==> src/rtl/timer_if.sv <==
// Command and status bundle for the minutes:seconds countdown timer.
// Commands are plain levels sampled on every rising clk edge. There is no
// valid/ready handshake: a command acts on each edge where it is high, and
// status outputs are valid every cycle.
interface timer_if;
  logic       start;
  logic       stop;
  logic       clear;
  logic       load;
  logic [5:0] load_min;
  logic [5:0] load_sec;
  logic       tick;
  logic [5:0] min;
  logic [5:0] sec;
  logic [1:0] state;
  logic       done;

  modport master (
    output start, stop, clear, load, load_min, load_sec,
    input  tick, min, sec, state, done
  );

  modport slave (
    input  start, stop, clear, load, load_min, load_sec,
    output tick, min, sec, state, done
  );
endinterface

==> src/rtl/timer_ctrl.sv <==
// Minutes:seconds countdown timer. A prescaler divides clk into count ticks;
// each tick decrements the time, and reaching 00:00 raises a one-cycle done.
// Command priority is clear > load > stop > start.
module timer_ctrl #(
  parameter int unsigned PRESCALE = 50
) (
  input  logic   clk,
  input  logic   rst,
  timer_if.slave bus
);

  typedef enum logic [1:0] {
    IDLE  = 2'd0,
    RUN   = 2'd1,
    PAUSE = 2'd2,
    DONE  = 2'd3
  } state_t;

  localparam logic [15:0] PRE_LAST = 16'(PRESCALE - 1);

  state_t      state_q, state_d;
  logic [5:0]  min_q, min_d;
  logic [5:0]  sec_q, sec_d;
  logic [15:0] pre_q, pre_d;
  logic        done_q, done_d;
  logic        tick_w;
  logic [5:0]  dec_min, dec_sec;
  logic        dec_zero;
  logic        time_nonzero;

  function automatic logic [5:0] clamp59(input logic [5:0] v);
    return (v > 6'd59) ? 6'd59 : v;
  endfunction

  // Tick marks the last prescaler cycle of a count period while running.
  assign tick_w       = (state_q == RUN) && (pre_q == PRE_LAST);
  assign time_nonzero = (min_q != 6'd0) || (sec_q != 6'd0);

  // Time after one decrement; borrows a minute when seconds are zero.
  always_comb begin
    dec_min = min_q;
    dec_sec = sec_q;
    if (sec_q != 6'd0) begin
      dec_sec = sec_q - 6'd1;
    end else if (min_q != 6'd0) begin
      dec_sec = 6'd59;
      dec_min = min_q - 6'd1;
    end
  end

  assign dec_zero = (dec_min == 6'd0) && (dec_sec == 6'd0);

  // Next-state, time and prescaler update with command priority applied.
  always_comb begin
    state_d = state_q;
    min_d   = min_q;
    sec_d   = sec_q;
    pre_d   = pre_q;
    done_d  = 1'b0;
    if (bus.clear) begin
      state_d = IDLE;
      min_d   = 6'd0;
      sec_d   = 6'd0;
      pre_d   = 16'd0;
    end else if (bus.load && (state_q != RUN)) begin
      state_d = IDLE;
      min_d   = clamp59(bus.load_min);
      sec_d   = clamp59(bus.load_sec);
      pre_d   = 16'd0;
    end else begin
      unique case (state_q)
        IDLE: begin
          if (!bus.stop && bus.start && time_nonzero) begin
            state_d = RUN;
            pre_d   = 16'd0;
          end
        end
        RUN: begin
          if (tick_w) begin
            // The decrement always lands; expiry outranks a coincident stop.
            min_d = dec_min;
            sec_d = dec_sec;
            pre_d = 16'd0;
            if (dec_zero) begin
              state_d = DONE;
              done_d  = 1'b1;
            end else if (bus.stop) begin
              state_d = PAUSE;
            end
          end else if (bus.stop) begin
            state_d = PAUSE;
          end else begin
            pre_d = pre_q + 16'd1;
          end
        end
        PAUSE: begin
          // Prescaler is kept so the partial count period resumes.
          if (!bus.stop && bus.start) begin
            state_d = RUN;
          end
        end
        DONE: begin
          state_d = DONE;
        end
        default: begin
          state_d = IDLE;
        end
      endcase
    end
  end

  // State register with synchronous reset overriding every command.
  always_ff @(posedge clk) begin
    if (rst) begin
      state_q <= IDLE;
      min_q   <= 6'd0;
      sec_q   <= 6'd0;
      pre_q   <= 16'd0;
      done_q  <= 1'b0;
    end else begin
      state_q <= state_d;
      min_q   <= min_d;
      sec_q   <= sec_d;
      pre_q   <= pre_d;
      done_q  <= done_d;
    end
  end

  assign bus.tick  = tick_w;
  assign bus.min   = min_q;
  assign bus.sec   = sec_q;
  assign bus.state = state_q;
  assign bus.done  = done_q;

endmodule

==> src/flat_wrapper.sv <==
// flat-port wrapper written by rule: the top's interface ports become plain ports
module timer_ctrl_flat 
#(
  parameter int unsigned PRESCALE = 50
)
  (clk, rst, bus_start, bus_stop, bus_clear, bus_load, bus_load_min, bus_load_sec, bus_tick, bus_min, bus_sec, bus_state, bus_done);
  timer_if bus_i ();
  input  logic clk;
  input  logic rst;
  input wire logic [$bits(bus_i.start)-1:0] bus_start;
  input wire logic [$bits(bus_i.stop)-1:0] bus_stop;
  input wire logic [$bits(bus_i.clear)-1:0] bus_clear;
  input wire logic [$bits(bus_i.load)-1:0] bus_load;
  input wire logic [$bits(bus_i.load_min)-1:0] bus_load_min;
  input wire logic [$bits(bus_i.load_sec)-1:0] bus_load_sec;
  output wire logic [$bits(bus_i.tick)-1:0] bus_tick;
  output wire logic [$bits(bus_i.min)-1:0] bus_min;
  output wire logic [$bits(bus_i.sec)-1:0] bus_sec;
  output wire logic [$bits(bus_i.state)-1:0] bus_state;
  output wire logic [$bits(bus_i.done)-1:0] bus_done;
  assign bus_i.start = bus_start;
  assign bus_i.stop = bus_stop;
  assign bus_i.clear = bus_clear;
  assign bus_i.load = bus_load;
  assign bus_i.load_min = bus_load_min;
  assign bus_i.load_sec = bus_load_sec;
  assign bus_tick = bus_i.tick;
  assign bus_min = bus_i.min;
  assign bus_sec = bus_i.sec;
  assign bus_state = bus_i.state;
  assign bus_done = bus_i.done;
  timer_ctrl #(.PRESCALE(PRESCALE)) u_core (.clk(clk), .rst(rst), .bus(bus_i));
endmodule
==> config.mk <==
export PLATFORM = sky130hd
export DESIGN_NAME = timer_ctrl_flat
export DESIGN_NICKNAME = d
export VERILOG_FILES = /design/src/rtl/timer_if.sv /design/src/rtl/timer_ctrl.sv /design/src/flat_wrapper.sv
export SDC_FILE = /design/constraint.sdc
export NUM_CORES = 1
export LEC_CHECK = 0
export BUFFER_PORTS_ARGS = -buffer_cell sky130_fd_sc_hd__buf_2
export CAP_MARGIN = 20
export CORE_UTILIZATION = 45
export DETAILED_ROUTE_END_ITERATION = 10
export GPL_TIMING_DRIVEN = 0
export PLACE_DENSITY_LB_ADDON = 0.1
export SKIP_CTS_REPAIR_TIMING = 1
export SLEW_MARGIN = 40
export SYNTH_ARGS = -nofsm -noshare
export SYNTH_HDL_FRONTEND = slang
export SYNTH_SLANG_ARGS = --single-unit
==> constraint.sdc <==
create_clock -name clk -period 1.95 [get_ports clk]
set_input_delay 0.195 -clock clk [delete_from_list [all_inputs] [get_ports clk]]
set_output_delay 0.195 -clock clk [all_outputs]
set_load 0.02 [all_outputs]
## Yosys cells after proc, flatten, opt, wreduce, memory -nomap -nowiden

Cells that the tools add are included.

| storage, ports and cells | value |
|---|---|
| logic and storage cells | 64 |
| input port bits | 18 |
| bits in registers | 31 |
| output and inout bits | 16 |

| operators by class | value |
|---|---|
| add/sub/neg operators | 3 |
| bitwise operators | 2 |
| $lt $le $gt $ge | 2 |
| reductions and logical operators | 21 |
| eq/ne operators | 8 |
| multiplexer cells | 23 |

Operators by type and width:

| operator | number |
|---|---|
| two-way mux 6 bit | 12 |
| two-way mux 16 bit | 3 |
| one-hot mux 16 bit (2 select lines) | 1 |
| adder 16 x 1 -> 16 bit (second input constant) | 1 |
| == test 16 x 6 -> 1 bit (second input constant) | 1 |
| > comparator 6 bit (second input constant) | 2 |
| logical NOT 6 bit | 2 |
| nonzero test 6 bit | 2 |
| subtractor 6 x 1 -> 6 bit (second input constant) | 2 |
| two-way mux 2 bit | 5 |
| one-hot mux 2 bit (4 select lines) | 1 |
| inequality test 2 x 1 -> 1 bit (second input constant) | 3 |
| nonzero test 2 bit | 3 |
| logical AND 1 bit | 5 |
| OR reduction 5 bit | 1 |
| == test 2 bit (second input constant) | 2 |
| AND reduction 2 bit | 2 |
| inequality test 3 bit (second input constant) | 1 |
| AND reduction 3 bit | 1 |
| OR reduction 3 bit | 1 |
| == test 2 x 1 -> 1 bit (second input constant) | 1 |
| logical NOT 2 bit | 1 |
| inverter 1 bit | 2 |
| OR reduction 2 bit | 1 |
| 3 further kinds | 3 |

## Depth between registers and ports, before layout

| depth | value |
|---|---|
| depth in word-level cells | 8 |
| gate-level depth with buffers | 10 |
| depth with buffers taken out | 7 |

## Worst setup path before layout

Ideal clock, no wire load.

| timing path | value |
|---|---|
| kind | register to register |
| start | reg u_core.sec_q[0] (netlist: u_core.bus.sec[0]) |
| end | reg u_core.pre_q[13] |
| data arrival time | 2.157 ns |
| clock period less this slack | 2.228 ns |
| required time | 1.878 ns |
| cell stages (with the launch flop) | 11 |
| setup time | 0.072 ns |
| path buffers | 3 |
| slack | -0.278 ns |
| cells stage by stage | dfxtp_1 -> clkbuf_1 -> inv_1 -> ha_1 -> clkbuf_1 -> nor3b_1 -> nand4_1 -> o211ai_2 -> buf_2 -> nor3_1 -> mux2i_1 |

| between the ends | value |
|---|---|
| cells in the longest elaborated chain, start to end | 5 |

Ends and longest elaborated chain:

| what | RTL line | RTL |
|---|---|---|
| from (decl) | timer_ctrl.sv:23 | `logic [5:0] sec_q, sec_d;` |
| from (signal assigned) | timer_ctrl.sv:117 | `sec_q <= 6'd0;` |
| from (signal assigned) | timer_ctrl.sv:123 | `sec_q <= sec_d;` |
| nonzero test 6 bit | timer_ctrl.sv:37 | `assign time_nonzero = (min_q != 6'd0) \|\| (sec_q != 6'd0);` |
| logical OR 1 bit | timer_ctrl.sv:37 |  |
| logical AND 1 bit | timer_ctrl.sv:73 | `if (!bus.stop && bus.start && time_nonzero) begin` |
| inequality test 2 x 1 -> 1 bit (no source line) | n/a |  |
| AND reduction 3 bit (no source line) | n/a |  |
| to (signal assigned) | timer_ctrl.sv:124 | `pre_q <= pre_d;` |
| to (decl) | timer_ctrl.sv:24 | `logic [15:0] pre_q, pre_d;` |

No other way between the ends.
A chain may end at the register's enable or synchronous reset.

## Worst setup path in the final report

| timing path | value |
|---|---|
| start | reg u_core.pre_q[1] |
| end | reg u_core.pre_q[10] |

| between the ends | value |
|---|---|
| cells in the longest elaborated chain, start to end | 4 |
| elaborated cells between the ends (all ways) | 8 |
| those cells by class | add/sub (1); eq/ne (2); mux (3); reduce/logical (2) |

Ends and longest elaborated chain:

| what | RTL line |
|---|---|
| adder 16 x 1 -> 16 bit / == test 16 x 6 -> 1 bit (equally long branches) | timer_ctrl.sv:93, timer_ctrl.sv:36 |
| two-way mux 16 bit / logical AND 1 bit (equally long branches) | timer_ctrl.sv:90, timer_ctrl.sv:36 |
| two-way mux 16 bit / inequality test 3 bit (equally long branches) | n/a |
| one-hot mux 16 bit (2 select lines) / AND reduction 3 bit (equally long branches) | n/a |

Parallel ways exist; a longest one is shown, timed or not. The select of a mux whose other input is x is not followed.

==> impl_metrics.env <==
export IMPL_area_growth_syn_to_layout_pct=39.4
export IMPL_cts_tree="yes"
export IMPL_slew_violations=0
export IMPL_diodes=0
export IMPL_ys_flop_type="dfxtp_1"
export IMPL_synth_distinct_cells=58
export IMPL_holdCritStartpoint="bus_load_min[2]"
export IMPL_power_leakage_nw=1.11
export IMPL_io_pins=34
export IMPL_cts_buffers=5
export IMPL_coreArea_sq_um=4470
export IMPL_grt_overflow_total=0
export IMPL_violations="setup timing"
export IMPL_period_minus_slack_ns=2.05
export IMPL_ir_drop_mv=0.469
export IMPL_drc=0
export IMPL_wl_microns=6990
export IMPL_gp_congestion=0.884
export IMPL_die_area_sq_um=5030
export IMPL_synth_warnings=0
export IMPL_finalSetupTns_ns=-0.208
export IMPL_crit_arrival_ns=2.29
export IMPL_cts_sinks=31
export IMPL_final_util=0.667
export IMPL_maxCapViolCount=0
export IMPL_grt_setup_unrepaired="true"
export IMPL_hold_violations=0
export IMPL_grt_pass1_vias=2009
export IMPL_routed_via_density=6.35
export IMPL_die_h_microns=71.0
export IMPL_worstRegToRegCells=7
export IMPL_vias=2510
export IMPL_crit_required_ns=2.18
export IMPL_antenna_left=0
export IMPL_netlist_instances=281
export IMPL_start_util=0.478
export IMPL_cts_buffer_depth=2
export IMPL_drt_iter0_drc=232
export IMPL_r2r_start="u_core.pre_q[1]"
export IMPL_async_flop_share=0
export IMPL_power_density_nw_per_um2=599
export IMPL_rows=24
export IMPL_endpoint_kind="flip-flop"
export IMPL_clock_latency_ns=0.30
export IMPL_n_fill_cell=388
export IMPL_syn_nets=303
export IMPL_antenna_found_initial=0
export IMPL_holdWs_ns=0.157
export IMPL_outcome="finished, violations left"
export IMPL_crit_path_start="u_core.pre_q[1]"
export IMPL_first_pass_iters=7
export IMPL_place_hpwl_microns=4390
export IMPL_critPathMaxFanout=6
export IMPL_ys_seq_area_frac=0.290
export IMPL_fmax_mhz=487
export IMPL_synth_edf_count=0
export IMPL_grt_usage=0.258
export IMPL_clockRootBuffer="clkbuf_8"
export IMPL_layout_setup_ws_ns=-0.103
export IMPL_ys_ff_latch=31
export IMPL_grt_max_degree=11
export IMPL_worst_pin_slew_ns=0.593
export IMPL_crit_type="reg2reg"
export IMPL_fin_nets=364
export IMPL_grt_pass1_wl_microns=10100
export IMPL_cp_start_kind="flip-flop"
export IMPL_finClkSkew_ns=0.00887
export IMPL_maxSlewHeadroom=0.605
export IMPL_wl_per_cell_microns=17.7
export IMPL_setup_violations=7
export IMPL_finalCritPeriodShare=1.05
export IMPL_dp_slack_ns=-0.292
export IMPL_fp_dieW_microns=71.0
export IMPL_cts_clk_slew_worst_paths_ns=0.07
export IMPL_synth_area_per_cell_sq_um=7.61
export IMPL_syn_cell_area_sq_um=2140
export IMPL_io_buffer_count=33
export IMPL_worstHoldPathCells=3
export IMPL_h_tree_depth=2
export IMPL_drive_gt1_frac=0.394
export IMPL_hold_path_class="in2reg"
[stage by stage]
stage               instance area (sq um)  instances  power, mW
floorplan                            2200        281      0.918
global placement                     2430        366       1.02
detailed placement                   2430        366       1.02
CTS                                  2550        374       1.64
global route                         2980        395       1.85
finish                               2980        395       1.79
[final cells by class]
class | instances | area (sq um) | share of cell area
Clock buffer | 7 | 108 | 0.0361
Inverter | 15 | 58.8 | 0.0197
Multi-Input combinational cell | 223 | 1680 | 0.564
Buffer | 8 | 52.6 | 0.0176
Timing Repair Buffer | 58 | 364 | 0.122
Sequential cell | 31 | 648 | 0.217
Tap cell | 52 | 65.1 | 0.0218
Clock inverter | 1 | 5.00 | 0.00168
[cell usage in the layout (no fill, tap or decap), types with 8 or more instances in the layout]
master	count
nand4_1	10
buf_2	34
dfxtp_1	21
inv_1	12
nor2_1	15
a21oi_1	19
or3_1	9
o21ai_0	17
nand3_1	14
buf_4	22
nand2b_1	8
nand2_1	20
[layer usage]
metal | up-vias | part of all wire | track usage
li1 | 1188 | - | -
met1 | 1174 | 0.46 | 0.392
met2 | 123 | 0.44 | 0.364
met3 | 25 | 0.069 | 0.0470
met4 | 0 | 0.025 | 0.0867
met5 | - | 0 | 0
[Yosys cell counts, drive strengths merged, types with 7 or more instances]
cell / n / area share
a21oi: 25 / 0.058
clkbuf: 9 / 0.016
dfxtp: 31 / 0.29
inv: 15 / 0.026
nand2: 23 / 0.040
nand2b: 8 / 0.023
nand3: 15 / 0.035
nand4: 11 / 0.035
nor2: 18 / 0.032
nor3: 7 / 0.019
nor4: 7 / 0.030
o21ai: 20 / 0.047
or3: 12 / 0.036
[critical path: stages (launching register included)]
cell and delay [ns]:
dfxtp_4 0.36, inv_2 0.07, ha_4 0.12, nor3b_4 0.25, nand4_4 0.19, a311o_1 0.46, or4_1 0.43, a21oi_2 0.12
[final timing paths]
kind / end / slack (ns)
setup / recovery: u_core.pre_q[10] / -0.10
hold / removal: u_core.bus.min[2] / 0.16
setup reg to reg: u_core.pre_q[10] / -0.10
hold reg to reg: u_core.pre_q[1] / 0.52
[report_power, final]
group          leakage (nW)  switching [mW]  internal (mW)  total (mW)
sequential            0.257          0.0214          0.639       0.661
combinational         0.798           0.276          0.218       0.494
clock                0.0594           0.270          0.362       0.632
[cells by family after synthesis]
logic type	after synthesis	share of synthesized area
fa+ha+maj	4	0.0234
mux	6	0.0281
compound gates	80	0.239
simple gates	129	0.354
buf+inv	27	0.0491
xor+xnor	4	0.0164
flops	31	0.290
[flip-flops by register name (all words and copies together), names as in the netlist]
register          count
u_core.pre_q         16
u_core.bus.min        6
u_core.bus.sec        6
u_core.bus.state      2
u_core.bus.done       1
Power figures use the tool's default switching activity.
